--- src/rtl/pipe_adapter_pkg.sv ---
// Shared helpers and default widths for the pipeline latency adapter.
// Imported by sync_fifo and pipe_latency_adapter.
package pipe_adapter_pkg;

   localparam int DEF_DATA_W     = 32;
   localparam int DEF_LATENCY    = 2;
   localparam int DEF_FIFO_DEPTH = 4;

   // Pointer width for a buffer of n entries, never below one bit.
   function automatic int clog2_min1(input int n);
      int r;
      r = 0;
      for (int i = 0; i < 31; i++) begin
         if ((1 << i) < n) r = i + 1;
      end
      if (r < 1) r = 1;
      return r;
   endfunction

   // Number of set bits; callers zero-extend narrower vectors.
   function automatic logic [31:0] popcount(input logic [31:0] v);
      logic [31:0] c;
      c = '0;
      for (int i = 0; i < 32; i++) begin
         c = c + {31'b0, v[i]};
      end
      return c;
   endfunction

endpackage

--- src/rtl/sync_fifo.sv ---
// Registered first-word-fall-through FIFO; head reads 0 when empty.
// Pointers wrap naturally, so DEPTH must be a power of two.
module sync_fifo
   import pipe_adapter_pkg::*;
#(
   parameter int DATA_W = DEF_DATA_W,
   parameter int DEPTH  = DEF_FIFO_DEPTH,
   localparam int AW    = clog2_min1(DEPTH)
) (
   input  logic              clk,
   input  logic              rst,
   input  logic              push,
   input  logic              pop,
   input  logic [DATA_W-1:0] din,
   output logic [DATA_W-1:0] head,
   output logic              full,
   output logic              empty,
   output logic [AW:0]       count
);

   logic [DATA_W-1:0] mem [DEPTH];
   logic [AW-1:0]     wr_ptr;
   logic [AW-1:0]     rd_ptr;
   logic              push_ok;
   logic              pop_ok;

   assign full    = (count == (AW+1)'(DEPTH));
   assign empty   = (count == '0);
   assign push_ok = push && !full;
   assign pop_ok  = pop && !empty;
   assign head    = empty ? '0 : mem[rd_ptr];

   // Storage write; contents are meaningless until counted in.
   always_ff @(posedge clk) begin
      if (push_ok) mem[wr_ptr] <= din;
   end

   // Pointer and occupancy bookkeeping.
   always_ff @(posedge clk) begin
      if (rst) begin
         wr_ptr <= '0;
         rd_ptr <= '0;
         count  <= '0;
      end else begin
         if (push_ok) wr_ptr <= wr_ptr + AW'(1);
         if (pop_ok)  rd_ptr <= rd_ptr + AW'(1);
         unique case ({push_ok, pop_ok})
            2'b10:   count <= count + (AW+1)'(1);
            2'b01:   count <= count - (AW+1)'(1);
            default: count <= count;
         endcase
      end
   end

endmodule

--- src/rtl/pipe_latency_adapter.sv ---
// Valid/ready wrapper around a fixed-latency handshake-free pipeline.
// Define PIPE_ADAPTER_PERF_EN to add the stall_cycles counter port.
module pipe_latency_adapter
   import pipe_adapter_pkg::*;
#(
   parameter int DATA_W     = DEF_DATA_W,
   parameter int LATENCY    = DEF_LATENCY,
   parameter int FIFO_DEPTH = DEF_FIFO_DEPTH
) (
   input  logic              clk,
   input  logic              rst,
   input  logic              in_valid,
   output logic              in_ready,
   input  logic [DATA_W-1:0] in_a,
   input  logic [DATA_W-1:0] in_b,
   output logic [DATA_W-1:0] pipe_a,
   output logic [DATA_W-1:0] pipe_b,
   input  logic [DATA_W-1:0] pipe_c,
   output logic              out_valid,
   input  logic              out_ready,
   output logic [DATA_W-1:0] out_c
`ifdef PIPE_ADAPTER_PERF_EN
   ,
   output logic [31:0]       stall_cycles
`endif
);

   localparam int AW = clog2_min1(FIFO_DEPTH);

   if (LATENCY < 1) begin : g_bad_lat
      $error("LATENCY must be at least 1");
   end
   if (FIFO_DEPTH < LATENCY + 1) begin : g_bad_depth
      $error("FIFO_DEPTH must be at least LATENCY+1");
   end
   if ((FIFO_DEPTH & (FIFO_DEPTH - 1)) != 0) begin : g_bad_pow2
      $error("FIFO_DEPTH must be a power of two");
   end

   logic [LATENCY-1:0] vld_sr;
   logic [AW:0]        fifo_count;
   logic               fifo_full;
   logic               fifo_empty;
   logic               fire;
   logic               push;
   logic               pop;
   logic [31:0]        committed;

   assign pipe_a    = in_a;
   assign pipe_b    = in_b;
   assign committed = 32'(fifo_count) + popcount(32'(vld_sr));
   assign in_ready  = !rst && (committed < 32'(FIFO_DEPTH));
   assign fire      = in_valid && in_ready;
   assign push      = vld_sr[LATENCY-1];
   assign out_valid = !fifo_empty;
   assign pop       = out_valid && out_ready;

   // Track which pipeline slots carry a live result.
   always_ff @(posedge clk) begin
      if (rst) begin
         vld_sr <= '0;
      end else begin
         vld_sr[0] <= fire;
         for (int i = 1; i < LATENCY; i++) begin
            vld_sr[i] <= vld_sr[i-1];
         end
      end
   end

   sync_fifo #(
      .DATA_W (DATA_W),
      .DEPTH  (FIFO_DEPTH)
   ) u_fifo (
      .clk   (clk),
      .rst   (rst),
      .push  (push),
      .pop   (pop),
      .din   (pipe_c),
      .head  (out_c),
      .full  (fifo_full),
      .empty (fifo_empty),
      .count (fifo_count)
   );

   // Credits reserve a slot for every in-flight result.
   a_no_overflow: assert property (
      @(posedge clk) disable iff (rst) !(push && fifo_full)
   );

`ifdef PIPE_ADAPTER_PERF_EN
   // Count cycles where upstream waits on credit; saturates.
   always_ff @(posedge clk) begin
      if (rst) begin
         stall_cycles <= '0;
      end else if (in_valid && !in_ready && (stall_cycles != '1)) begin
         stall_cycles <= stall_cycles + 32'd1;
      end
   end
`endif

endmodule

--- config.mk ---
export PLATFORM = sky130hd
export DESIGN_NAME = pipe_latency_adapter
export DESIGN_NICKNAME = d
export VERILOG_FILES = /design/src/rtl/pipe_adapter_pkg.sv /design/src/rtl/sync_fifo.sv /design/src/rtl/pipe_latency_adapter.sv
export SDC_FILE = /design/constraint.sdc
export NUM_CORES = 1
export LEC_CHECK = 0
export CAP_MARGIN = 20
export CORE_MARGIN = 2
export CORE_UTILIZATION = 41
export CTS_CLUSTER_SIZE = 16
export DETAILED_ROUTE_END_ITERATION = 6
export PLACE_DENSITY = 0.76
export SYNTH_ARGS = -nofsm -noshare
export SYNTH_HDL_FRONTEND = slang
export SYNTH_SLANG_ARGS = --single-unit
--- constraint.sdc ---
create_clock -name clk -period 2 [get_ports clk]
set_clock_uncertainty 0.1 [all_clocks]
set_input_delay 0.5 -clock clk [delete_from_list [all_inputs] [get_ports clk]]
set_output_delay 0.5 -clock clk [all_outputs]
set_load 0.02 [all_outputs]
==> key figures <==
Final layout
  – Layout cells sized above 1: 48.2%
  – Register area: 0.00407 mm²
  – Fillers: 1082
  – ANT cells: 0
  – Most frequent cells in the layout: edfxtp_1 (128), buf_6 (36), clkdlybuf4s50_1 (34), mux4_2 (32), nor2b_4 (29)
  – Commonest non-fill, non-tap cell in the layout: edfxtp_1
  – Synthesis-to-finish area growth: 28.6%
  – Non-Filler Instances: 572
  – Nets: 486
  – Multi-input gate area: 0.00152 mm²

Yosys
  – Post-synthesis sequential area ratio: 68.5%
  – Post-synthesis compound-gate area fraction: 1.16%
  – Multiplexer share of the synthesized area: 12.5%
  – Main combinational cell family by area after synthesis: multiplexers
  – Syn_nets: 434
  – Synth top area share: 64.7%
  – Post-synth cell types: 29
  – Most area-hungry cell type in the Yosys netlist: edfxtp_1
  – Synth Register Bits: 139
  – Synth Area in Adders: 1.60%
  – Top cells by area, synth: edfxtp_1 (65%), mux4_2 (12%), buf_4 (8.1%), dfxtp_1 (3.7%), nor2b_1 (3.3%)
  – Ys Warns: 0
  – Synthesized netlist cell count: 327
  – Post-synthesis area per instance: 18.2 µm²
  – Synth Area in XOR/XNOR: 0.443%
  – Cell Area, Synth: 0.00594 mm²
  – Simple-gate share of the synthesized area: 5.46%

Floorplanning
  – Die H: 124 µm
  – Die area: 0.0155 mm²
  – Cell row count: 43
  – Io pins: 198
  – Die X: 124 µm
  – Placeable Area: 0.0140 mm²
  – Starting Density: 42.4%

Pwr
  – Worst ir drop on vdd: 0.000598 V
  – Lkg Pwr: 2.65 nW
  – Seq pwr share: 32.6%
  – Switch share: 30.1%
  – Total Power: 10.3 mW
  – Pwr Density: 1340 mW/mm²
  – Clock power share: 28.7%
  – Comb pwr share: 38.7%
  – Internal: 7.17 mW
  – Psw: 3.08 mW

Route
  – Total number of vias: 2875
  – Wirelength per Cell: 22.4 µm
  – ANT nets after route: 0
  – Number of remaining DRC errors: 0
  – Routed wire length: 12.8 mm
  – Router iterations before antenna repair: 6
  – Initial drt markers: 156
  – Via density: 5.03

Place
  – Number of input and output port buffers inserted: 69
  – Placed Cells: 522
  – DP Wirelength: 7.97 mm
  – GP Congestion: 0.712

Worst setup path
  – R2r endpoint: u_fifo.count[2]
  – Worst Setup End Kind: output port
  – Cells on worst reg2reg path: 11
  – WS Path Type: flip-flop to output port
  – CP Launch Type: flip-flop
  – Worst endpoint required time: 1400 ps
  – Worst Path Arrival: 1770 ps
  – Flop-to-flop setup slack: -130 ps
  – CP peak stage delay: 500 ps
  – Worst r2r src: u_fifo.count[0]
  – Worst path slowest cell: mux4_2
  – Delay-heaviest family, CP: multiplexers
  – Crit-path cells: buf_12 -> mux4_2 -> nor2b_1 -> buf_2
  – Worst path bufs/invs: 2
  – Worst-path fanout max: 8

Clocking
  – Clk root buf: clkbuf_16
  – Clk buf depth: 2
  – TritonCTS buffer count: 17
  – Worst-skew pair later-pin latency: 400 ps
  – H-tree levels: 4
  – Worst-path clk slew: 60 ps
  – # hold bufs at CTS: 0
  – Clock sink count: 139
  – CTS tree: yes

Global routing
  – Busiest grt layer: met2
  – Antenna violations before repair: 0
  – Pin count of the biggest net entering global routing: 33
  – Grt met3 use: 6.10%
  – Grt met1 use: 18.2%
  – Overflow after GRT: 0
  – Vias in the first global route: 3093
  – Routing usage on met2: 29.0%
  – Global-route wire length before repair: 19.1 mm
  – Total track usage: 16.7%

Timing
  – Final setup viols: 35
  – Slew Limit Fails: 0
  – Final min period: 2370 ps
  – Tcrit/Tclk final: 118%
  – Setup TNS: -11180 ps
  – RSZ-0062 raised after global routing: true
  – Worst slew pin tran: 230 ps
  – Endpoints failing hold: 0
  – Highest Clock Rate: 0.422 GHz
  – Final worst slack: -369 ps
  – Rel. slew slack: 84.7%

Min path
  – Worst Min Path Start: u_fifo.rd_ptr[1]
  – Worst Hold Depth: 2
  – Hold Path Class: flip-flop to flip-flop

Outcome
  – Status: complete, but fails checks
  – Failing checks: setup timing

Run
  – Max cap viols: 0
[metrics by stage]
| step | area (µm²) | setup slack, ps | hold slack [ps] | utilization (%) |
|---|---|---|---|---|
| 6_report | 7630 | -369 | 394 | 54.6 |
| 5_1_grt | 7630 | -430 | 416 | 54.6 |
| 4_1_cts | 7310 | -477 | 394 | 52.3 |
| 3_5_place_dp | 6540 | -571 | 367 | 46.8 |
| 3_3_place_gp | 6540 | -457 | 363 | 46.8 |
| 2_1_floorplan | 5950 | 3.56 | 345 | - |
[cell type report]
class,count,area share [%]
clock inverters,11,1.29
flip-flops and latches,139,53.4
repair buffers,108,15.9
clock buffers,21,6.16
multi-input cells,104,19.8
inverters,9,0.475
well taps,180,2.95
[cell families after synthesis]
kind of cell,after synthesis
buffers and inverters,84
adder cells (fa/ha/maj),7
multiplexers,34
AND/OR/NAND/NOR,51
flip-flops,139
XOR/XNOR,3
AO/OA/AOI/OAI,9
[metal layers]
layer  part of all wire, %  wire length [µm]
met5                     0                 0
met3                   7.3               939
met2                    53              6820
met4                   3.2               414
met1                    36              4640
[sequential cells by signal, summed over array words and instances, names as in the netlist, named ones only]
signal,cells
u_fifo.count,3
u_fifo.rd_ptr,2
u_fifo.wr_ptr,2
vld_sr,2
u_fifo.mem,128
[what timing repair did]
action | 4_1_cts | 5_1_grt
setup buffers | 14 | 2
resized for setup | 178 | 99
pin swaps | 8 | 6
gates cloned | 4 | 0
endpoints found under the setup margin | 35 | 47
[tightest hold or removal path: cells and delay by family, from the launching register on]
family / cells / cell delay [ps]
flip-flops: 1 / 300
AO/OA/AOI/OAI: 2 / 150
[worst max path at each step]
stage | startpoint | endpoint | cells after the start
finish | flip-flop | out_c[7] | 4
detailed placement | out_ready | u_fifo.count[2] | 9
CTS | flip-flop | out_c[23] | 5
floorplan | u_fifo.count[2] | u_fifo.count[2] | 8
global placement | rst | in_ready | 3
global route | flip-flop | out_c[7] | 4
[power groups by stage]
stage / registers, mW / clock network (mW) / logic, mW
floorplan: 3.38 / 0 / 1.75
global placement: 3.37 / 0 / 2.63
detailed placement: 3.38 / 0 / 2.66
CTS: 3.34 / 2.99 / 3.35
global route: 3.35 / 3.13 / 4.20
finish: 3.34 / 2.95 / 3.97
[synth_stat cells (all sizes together)]
cell,number
inv,9
dfxtp,11
a211oi,1
a21oi,3
edfxtp,128
xor2,3
fa,1
nand2b,2
and2,5
mux2,1
o31ai,1
a31oi,1
mux2i,1
nor3,1
mux4,32
nor2b,33
a21o,1
clkbuf,3
buf,72
ha,6
nand2,1
nor2,7
or3,2
o21ai,2
No activity file was read; power rests on OpenSTA's default activity.
==> RTL edit, RTL diff (same settings) <==
Set the package constant `DEF_LATENCY` to 1 (it was 2).
--- a/src/rtl/pipe_adapter_pkg.sv
+++ b/src/rtl/pipe_adapter_pkg.sv
@@ -3,7 +3,7 @@
 package pipe_adapter_pkg;
 
    localparam int DEF_DATA_W     = 32;
-   localparam int DEF_LATENCY    = 2;
+   localparam int DEF_LATENCY    = 1;
    localparam int DEF_FIFO_DEPTH = 4;
 
    // Pointer width for a buffer of n entries, never below one bit.
Check against the original RTL: not equivalent (a bounded check fails within 4 cycles, from zero or initial values and one cycle with rst high).
==> RTL edit against the original RTL <==
The flow still finishes with violations (negative setup slack); final cell count fell by 1.4%; final area fell by 0.87%; highest routed layer unchanged; area after synthesis is essentially flat; sequential cell count is 1 lower; largest cell class unchanged; power is 7.3% higher; routed wire length is 2.0% lower; non-clock buffer count down 4; worst setup slack got worse by 0.028 ns.
==> RTL edit: results (changes against the original RTL) <==
* Total Routing Usage GR at 16.3% (-0.41 points)
* Number of diodes at 0 (unchanged)
* Peak supply drop at 587 µV (-1.8%)
* Final wirelength at 12600 µm (-2.0%)
* Top cells by count, synth: edfxtp_1, buf_4, mux4_2, nor2b_1, dfxtp_1
* P_leak at 2.63 nW (-0.98%)
* Setup ws final at -0.397 ns (-0.0282 ns)
* Initial antenna violation count at 0 (unchanged)
* Worst Path Arrival at 1.80 ns (+0.03 ns)
* Via count at 2829 (-1.6%)
* Post-Layout Cell Count at 564 (-1.4%)
* Status: finished with violations
* Fin Setup TNS at -11.99 ns (-0.816 ns)
* Max-slew headroom at 82.1% (-2.6 points)
* Complex-gate fraction of the synthesized area at 1.05% (-0.11 points)
* Top area cells in the synthesized netlist: edfxtp_1, mux4_2, buf_4
* Worst Path Max Fanout at 6 (-2)
* Syn Nets at 429 (-1.2%)
* Worst-path clk slew at 0.06 ns (about the same)
* Number of DRC markers in iteration 0 at 152 (-2.6%)
* Met2 GRT Util at 28.2% (-0.87 points)
* Placed Cells at 520 (-0.38%)
* Cells after synthesis at 323 (-1.2%)
* Setup violators final at 33 (-5.7%)
* Layout cells sized above 1 at 45.8% (-2.4 points)
* GR Util met1 at 17.9% (-0.26 points)
* Grt met3 use at 6.36% (+0.26 points)
* Routability cong. at 0.714 (+0.30%)
* Failing checks: negative setup slack
* # fillers at 1068 (-1.3%)
* Multiplexer share of the synthesized area at 12.6% (+0.12 points)
* Adder-cell share of the synthesized area at 1.39% (-0.21 points)
==> RTL edit: cells by family after synthesis <==
kind of cell,Yosys count
compound gates,8
fa+ha+maj,6
xor+xnor,3
buf+inv,84
flops,138
mux,34
simple gates,50
==> RTL edit: worst paths after layout <==
path              slack [ns]        startpoint               to  cells after the start
setup / recovery       -0.40              flop        out_c[12]                      4
hold / removal          0.39  u_fifo.rd_ptr[1]             flop                      2
setup reg to reg       -0.01   u_fifo.count[0]  u_fifo.count[2]                     10
hold reg to reg         0.39  u_fifo.rd_ptr[1]             flop                      2
==> RTL edit: layout make-up <==
class	instances	share of cell area [%]
inverter	9	0.512
multi-input combinational	101	19.3
sequential	138	53.5
timing repair buffer	104	15.5
tap	180	2.98
clock inverter	14	2.56
clock buffer	18	5.67
==> RTL edit: metrics by stage <==
step	power, mW	area, µm²	setup WS [ns]	hold WS, ns
floorplan	5.66	5940	0.0104	0.359
global placement	6.83	6600	-0.470	0.361
detailed placement	6.88	6600	-0.570	0.374
CTS	10.6	7370	-0.499	0.387
global route	11.5	7570	-0.459	0.445
finish	11.0	7570	-0.397	0.387
==> RTL edit: report_power, final <==
part	internal, mW	leakage (nW)	switching [mW]
clock network	2.10	0.303	1.15
logic	2.35	1.08	1.92
registers	3.36	1.25	0.115
==> RTL edit: worst max-delay path, delay by kind of cell (launching register included) <==
family / cells / cell delay [ns]
buffers and inverters: 2 / 0.29
DFF: 1 / 0.45
muxes: 1 / 0.50
and+or+nand+nor: 1 / 0.15
==> RTL edit: per-layer routing <==
metal / part of all wire, % / wire length, µm / up-vias
met1: 36 / 4480 / 1420
li1: - / - / 1252
met5: 0 / 0 / -
met2: 54 / 6780 / 127
met4: 2.1 / 269 / 0
met3: 8.2 / 1030 / 30
==> RTL edit: repair_timing <==
item	in CTS	in global routing
resized for setup	189	69
hold endpoints to repair	0	0
cloned	3	0
endpoints found under the setup margin	36	36
setup buffers	9	3
pin swaps	4	2
